--- src/rtl/wfg_wb_master.sv ---
// wfg_wb_master: single-outstanding Wishbone classic initiator.
// Turns a valid/ready command stream into one Wishbone cycle at a time and
// returns read data (or a timeout error) on a valid/ready response stream.
//
// Ports:
//   wb_clk_i, wb_rst_ni          clock, async active-low reset
//   cmd_valid_i/cmd_ready_o      command handshake
//   cmd_we_i/adr_i/dat_i/sel_i   command payload (write enable, address, data, byte selects)
//   rsp_valid_o/rsp_ready_i      response handshake
//   rsp_dat_o, rsp_err_o         read data (0 for writes/errors), timeout flag
//   wbm_*                        Wishbone classic master side
//   busy_o                       high whenever a transaction is in flight or pending response
module wfg_wb_master #(
   parameter int BUSW           = 32,
   parameter int TIMEOUT_CYCLES = 16,
   parameter int TOW            = 8
) (
   input  logic                wb_clk_i,
   input  logic                wb_rst_ni,
   input  logic                cmd_valid_i,
   output logic                cmd_ready_o,
   input  logic                cmd_we_i,
   input  logic [BUSW-1:0]     cmd_adr_i,
   input  logic [BUSW-1:0]     cmd_dat_i,
   input  logic [BUSW/8-1:0]   cmd_sel_i,
   output logic                rsp_valid_o,
   input  logic                rsp_ready_i,
   output logic [BUSW-1:0]     rsp_dat_o,
   output logic                rsp_err_o,
   output logic                wbm_cyc_o,
   output logic                wbm_stb_o,
   output logic                wbm_we_o,
   output logic [BUSW/8-1:0]   wbm_sel_o,
   output logic [BUSW-1:0]     wbm_adr_o,
   output logic [BUSW-1:0]     wbm_dat_o,
   input  logic [BUSW-1:0]     wbm_dat_i,
   input  logic                wbm_ack_i,
   output logic                busy_o
);

   typedef enum logic [1:0] {IDLE, BUS, RESP} state_t;

   localparam bit             TMO_EN   = (TIMEOUT_CYCLES != 0);
   localparam logic [TOW-1:0] TMO_LAST = TMO_EN ? TOW'(TIMEOUT_CYCLES - 1) : '0;
   localparam logic [TOW-1:0] CNT_ONE  = TOW'(1);

   state_t         state, state_nx;
   logic [TOW-1:0] tcnt;
   logic           accept, ack_hit, tmo_hit, rsp_done;

   assign cmd_ready_o = (state == IDLE);
   assign busy_o      = (state != IDLE);

   // Next state and one-cycle event strobes for the datapath register.
   always_comb begin
      state_nx = state;
      accept   = 1'b0;
      ack_hit  = 1'b0;
      tmo_hit  = 1'b0;
      rsp_done = 1'b0;
      case (state)
         IDLE: begin
            if (cmd_valid_i) begin
               accept   = 1'b1;
               state_nx = BUS;
            end
         end
         BUS: begin
            // Ack has priority over a timeout landing on the same edge.
            if (wbm_ack_i) begin
               ack_hit  = 1'b1;
               state_nx = RESP;
            end else if (TMO_EN && (tcnt == TMO_LAST)) begin
               tmo_hit  = 1'b1;
               state_nx = RESP;
            end
         end
         RESP: begin
            // rsp_valid_o is always high in RESP, so ready alone completes it.
            if (rsp_ready_i) begin
               rsp_done = 1'b1;
               state_nx = IDLE;
            end
         end
         default: state_nx = IDLE;
      endcase
   end

   always_ff @(posedge wb_clk_i or negedge wb_rst_ni) begin
      if (!wb_rst_ni) state <= IDLE;
      else            state <= state_nx;
   end

   // Registered bus and response outputs. Address/data/sel/we are left at
   // their last values after a transaction; only cyc/stb qualify them.
   always_ff @(posedge wb_clk_i or negedge wb_rst_ni) begin
      if (!wb_rst_ni) begin
         wbm_cyc_o   <= 1'b0;
         wbm_stb_o   <= 1'b0;
         wbm_we_o    <= 1'b0;
         wbm_sel_o   <= '0;
         wbm_adr_o   <= '0;
         wbm_dat_o   <= '0;
         rsp_valid_o <= 1'b0;
         rsp_dat_o   <= '0;
         rsp_err_o   <= 1'b0;
         tcnt        <= '0;
      end else begin
         if (accept) begin
            wbm_cyc_o <= 1'b1;
            wbm_stb_o <= 1'b1;
            wbm_we_o  <= cmd_we_i;
            wbm_sel_o <= cmd_sel_i;
            wbm_adr_o <= cmd_adr_i;
            wbm_dat_o <= cmd_dat_i;
            tcnt      <= '0;
         end
         if (state == BUS && !wbm_ack_i) tcnt <= tcnt + CNT_ONE;
         if (ack_hit || tmo_hit) begin
            wbm_cyc_o   <= 1'b0;
            wbm_stb_o   <= 1'b0;
            rsp_valid_o <= 1'b1;
            rsp_err_o   <= tmo_hit;
            rsp_dat_o   <= (ack_hit && !wbm_we_o) ? wbm_dat_i : '0;
         end
         if (rsp_done) begin
            rsp_valid_o <= 1'b0;
            rsp_err_o   <= 1'b0;
            rsp_dat_o   <= '0;
         end
      end
   end

endmodule

--- config.mk ---
export PLATFORM = sky130hd
export DESIGN_NAME = wfg_wb_master
export DESIGN_NICKNAME = d
export VERILOG_FILES = /design/src/rtl/wfg_wb_master.sv
export SDC_FILE = /design/constraint.sdc
export NUM_CORES = 1
export LEC_CHECK = 0
export CAP_MARGIN = 10
export CELL_PAD_IN_SITES_DETAIL_PLACEMENT = 0
export CELL_PAD_IN_SITES_GLOBAL_PLACEMENT = 1
export CORE_MARGIN = 2
export CORE_UTILIZATION = 32
export DETAILED_ROUTE_END_ITERATION = 10
export PLACE_DENSITY = 0.83
export SLEW_MARGIN = 20
export SYNTH_ARGS = -nofsm -noshare
export SYNTH_HDL_FRONTEND = slang
export SYNTH_SLANG_ARGS = --single-unit
export TNS_END_PERCENT = 100
--- constraint.sdc ---
create_clock -name wb_clk_i -period 4.1 [get_ports wb_clk_i]
set_input_delay 0.82 -clock wb_clk_i [delete_from_list [all_inputs] [get_ports wb_clk_i]]
set_output_delay 0.82 -clock wb_clk_i [all_outputs]
set_load 0.02 [all_outputs]
Word level (Yosys, flattened, before mapping)
Index checks and enable logic that the tools add are counted.
W data, S select, Z words.

word-level totals
  flip-flop bits (word level) = 114
  input bits = 106
  output and inout bits = 107
  word-level logic and storage cells = 53

cells by class
  $add $sub $neg = 1
  equality and inequality tests = 6
  mux-type cells = 25
  reductions and logical operators = 11

operator list
  operator               number
  $mux W32               3
  $mux W8                2
  $mux W1                15
  $add A8 B1 Y8 const B  1
  $eq A8 B4 Y1 const B   1
  $mux W2                4
  $reduce_bool A2 Y1     4
  $pmux W2 S3            1
  $ne A2 B2 Y1 const B   2
  $ne A3 B3 Y1 const B   1
  $reduce_and A3 Y1      1
  $eq A2 B1 Y1 const B   1
  $eq A2 B2 Y1 const B   1
  $logic_and A1 B1 Y1    2
  $logic_not A1 Y1       2
  $logic_not A2 Y1       1
  $logic_or A1 B1 Y1     1

Logic depth before layout (Yosys ltp)
  depth after elaboration = 7
  gate-level depth with buffers = 7

Worst setup path after synthesis
Ideal clock, no wire load.

  kind = input to register
  start point = input port wbm_ack_i
  end point = register rsp_dat_o[10]
  setup time = 0.122 ns
  arrival = 2.070 ns
  required time = 3.978 ns
  path slack = 1.908 ns
  cell stages on the path = 5
  path buffers = 2
  cell sequence = or3b_4 > or3_1 > buf_6 > buf_6 > a32o_1

on the way
  longest elaborated chain between the ends = 6
  elaborated cells between the ends (all ways) = 10

RTL lines
  item                  line  source
  start, declared       37    input logic wbm_ack_i,
  $mux W1               70    if (wbm_ack_i) begin
  $mux W1               61    case (state)
  $logic_and A1 B1 Y1   124   rsp_dat_o <= (ack_hit && !wbm_we_o) ? wbm_dat_i : '0;
  $mux W32              124
  $mux W32              119   if (ack_hit || tmo_hit) begin
  $mux W32              126   if (rsp_done) begin
  end signal, assigned  124
  end, declared         28    output logic [BUSW-1:0] rsp_dat_o,

Several ways; a longest one is shown, not always the timed one. The select of a mux whose other input is x is not followed.
A chain may end at the register's enable or synchronous reset.

Final worst setup path
  start point = input port wbm_ack_i
  end point = register rsp_dat_o[9]

Same word-level chain as after synthesis.

==> summary.txt <==
Status
  • Status: finished, final reports clean

Pwr
  • Worst VDD drop: around 340 µV
  • P_sw: around 2.1 mW
  • Reg power frac: a little under a third
  • Power Density: 805 mW/mm²
  • Sw Share: approximately 35%
  • Leak: 3.38 nW
  • Pint: 3.79 mW
  • Clk network pwr share: 26.1%
  • Power share of the combinational group: 42.2%

Synth
  • Register area share after synthesis: about 64%
  • Post-synth top area share: around 64%
  • Syn_nets: between 500 and 600
  • Flops & latches, synth: 114
  • Mapped Area: between 0.004 and 0.005 mm²
  • Mapped Cells: 437
  • Commonest cells post-synth: nand2_1 (215), dfrtp_1 (114), a32o_1 (32)
  • Synthesis Warnings: 0
  • Synth async-reset ratio: 100%
  • Yosys cell types: 35
  • Mean post-synth cell area: around 10 µm²
  • Most common cell in the netlist: nand2_1
  • Synth top area cells: dfrtp_1 (64%), nand2_1 (18%), a32o_1 (7.2%)
  • Post-synth EDFFs: 0
  • Ys flop type: dfrtp_1
  • Yosys top cell by area: dfrtp_1

Clock network
  • H-tree depth: 4
  • Post-CTS Setup Bufs: 0
  • Clk slew on worst S/H paths: 50 ps
  • Clock latency reported for the late side of the worst-skew pair: a little over 400 ps
  • Hold buffers post-CTS: 0
  • Max Root-Sink Buffers: 2
  • Cts bufs inserted: 17
  • Clk root buf: clkbuf_16
  • Clock net sink count: 114
  • Cts repair resizes: 0
  • CTS tree: built

Global routing
  • Initial antenna violation count: 0
  • GRT Overall Usage: 16.9%
  • Grt total ovfl: 0
  • Pin count of the biggest net entering global routing: 57
  • Vias in the first global route: 3911
  • First-pass GRT wire length: a little under 20000 µm

Route
  • 1st-pass router iterations: 6
  • Final WL: 12200 µm
  • Drt drc: 0
  • DRT iter0 DRCs: 170
  • Vias per inst: 4.69
  • Vias: just under 4000
  • Antenna-violating nets left: 0
  • Wire per inst: approximately 15 µm

Critical path
  • Slowest stage cell, crit path: or3_2
  • Delay-heaviest family, CP: simple AND/OR/NAND/NOR gates
  • Crit path DAT: approximately 3000 ps
  • Worst path cell trace: clkdlybuf4s50_1, or3b_4, or3_2, a32o_1
  • Critical path peak fanout: 34
  • Critical path endpoint category: flip-flop
  • Kind of critical path: in2reg
  • Buf/Inv on CP: 1
  • Startpoint types: primary input
  • CP Data Required Time: about 4400 ps
  • CP max stage delay: slightly above 800 ps

STA
  • Highest clock rate: about 0.37 GHz
  • Post-route minimum period: ~2700 ps
  • Period utilisation layout: around two thirds
  • Setup TNS: 0 ps
  • Unrepaired setup endpoints after global routing: false
  • Count of final hold-check violations: 0
  • Fin. max-slew vios: 0
  • Worst Max-Slew Pin Slew: around 820 ps
  • Slew margin rel.: 45.3%
  • Worst Clk Skew: ~6.1 ps
  • # setup viols final: 0

Final layout
  • Layout Cells excl Fill: roughly 830
  • FILL cells: 1192
  • Final net count: between 700 and 800
  • Area Growth Syn to Fin: 64.3%
  • Fraction of layout cells with a size suffix above 1: 6.73%
  • Post-layout instance area: ~0.0073 mm²
  • Ant. Diodes: 0

Placement
  • I/O Buffers: approximately 210
  • Placed Instances: about 800
  • Placed cell areas: 0.00668 mm²
  • Placer congestion estimate: approximately 0.76
  • Final HPWL DP: between 8000 and 9000 µm

Floorplanning
  • Die Area: around 0.015 mm²
  • Initial Util: between 30% and 40%
  • Die X: about 120 µm
  • FP Rows: 43
  • Num ports: ~210
  • Core area: 0.0137 mm²
  • Die Y: around 120 µm

Job
  • Maximum Capacitance Violations: 0

Min path
  • Hold crit path type: in2async
through the flow:
stage	utilization, %	hold slack (ps)	worst slack, ps	total power, mW
floorplan	-	439	1910	3.12
global route	53.2	494	1310	6.24
CTS	53.2	475	1250	5.96
detailed placement	48.7	461	829	4.38
global placement	48.7	457	938	4.32
finish	53.2	469	1360	5.87
sequential cells by signal, summed over array words and instances, names as in the netlist:
name / count
rsp_valid_o: 1
wbm_we_o: 1
rsp_err_o: 1
tcnt: 8
rsp_dat_o: 32
wbm_dat_o: 32
wbm_sel_o: 4
state: 2
wbm_adr_o: 32
wbm_stb_o: 1
layout by cell type, fill, tap and decap left out, types with 2 or more instances in the layout:
| cell type | Yosys | routed |
|---|---|---|
| nand2_1 | 215 | 215 |
| clkinv_2 | 0 | 6 |
| a32o_1 | 32 | 32 |
| clkbuf_8 | 0 | 2 |
| nand3b_1 | 2 | 2 |
| buf_4 | 1 | 6 |
| nand3_1 | 6 | 6 |
| a21oi_1 | 2 | 2 |
| clkbuf_1 | 22 | 2 |
| nor2_1 | 3 | 3 |
| bufinv_16 | 0 | 4 |
| clkbuf_16 | 0 | 17 |
| o211ai_1 | 2 | 2 |
| or4_1 | 2 | 2 |
| mux2i_1 | 2 | 2 |
| mux2_2 | 2 | 2 |
| a21boi_0 | 2 | 2 |
| dfrtp_1 | 114 | 114 |
| o21ai_0 | 3 | 3 |
| clkdlybuf4s50_1 | 0 | 211 |
path summary, 6_finish.rpt:
check	startpoint	to	slack, ps	cells past startpoint
worst max-delay path	wbm_ack_i	rsp_dat_o[9]$_DFFE_PN0P_	1360	4
worst min register to register	wbm_adr_o[20]$_DFFE_PN0P_	wbm_adr_o[20]$_DFFE_PN0P_	470	2
worst max register to register	state[1]$_DFFE_PN0P_	rsp_dat_o[9]$_DFFE_PN0P_	1810	3
min in group wb_clk_i	wbm_adr_o[20]$_DFFE_PN0P_	wbm_adr_o[20]$_DFFE_PN0P_	470	2
max in group asynchronous	wb_rst_ni	wbm_dat_o[1]$_DFFE_PN0P_	2700	2
worst min-delay path	wb_rst_ni	wbm_adr_o[25]$_DFFE_PN0P_	470	1
power by group through the flow:
stage	combinational [mW]	sequential (mW)	clock, mW
finish	2.48	1.86	1.53
global route	2.69	1.92	1.63
CTS	2.52	1.87	1.57
detailed placement	2.51	1.88	0
global placement	2.46	1.86	0
floorplan	0.734	2.39	0
layer usage:
layer  track usage, %  part of all wire (%)  wire length, µm  vias to the layer above
met5                0                     0                0                        -
met3             7.91                    10             1250                       14
met2             27.2                    47             5730                      172
met1             20.0                    42             5080                     1865
li1                 -                     -                -                     1862
met4             5.89                   1.4              172                        0
cells by family (layout without fill, tap and decap cells):
kind of cell | count (synthesis) | after routing | share of synthesized area [%]
simple gates | 238 | 238 | 21.4
flops | 114 | 114 | 64.2
compound gates | 47 | 47 | 9.55
buf+inv | 33 | 250 | 3.58
mux | 4 | 4 | 0.957
fa+ha+maj | 1 | 1 | 0.282
layout make-up:
cell class,instances,area (µm²),share of cell area [%]
clock buffers,21,460,6.31
clock inverters,11,159,2.18
inverters,1,3.75,0.0514
multi-input cells,290,1440,19.7
flip-flops and latches,114,2850,39.1
well taps,180,225,3.09
repair buffers,217,2160,29.6
No activity file was read; power rests on OpenSTA's default activity.
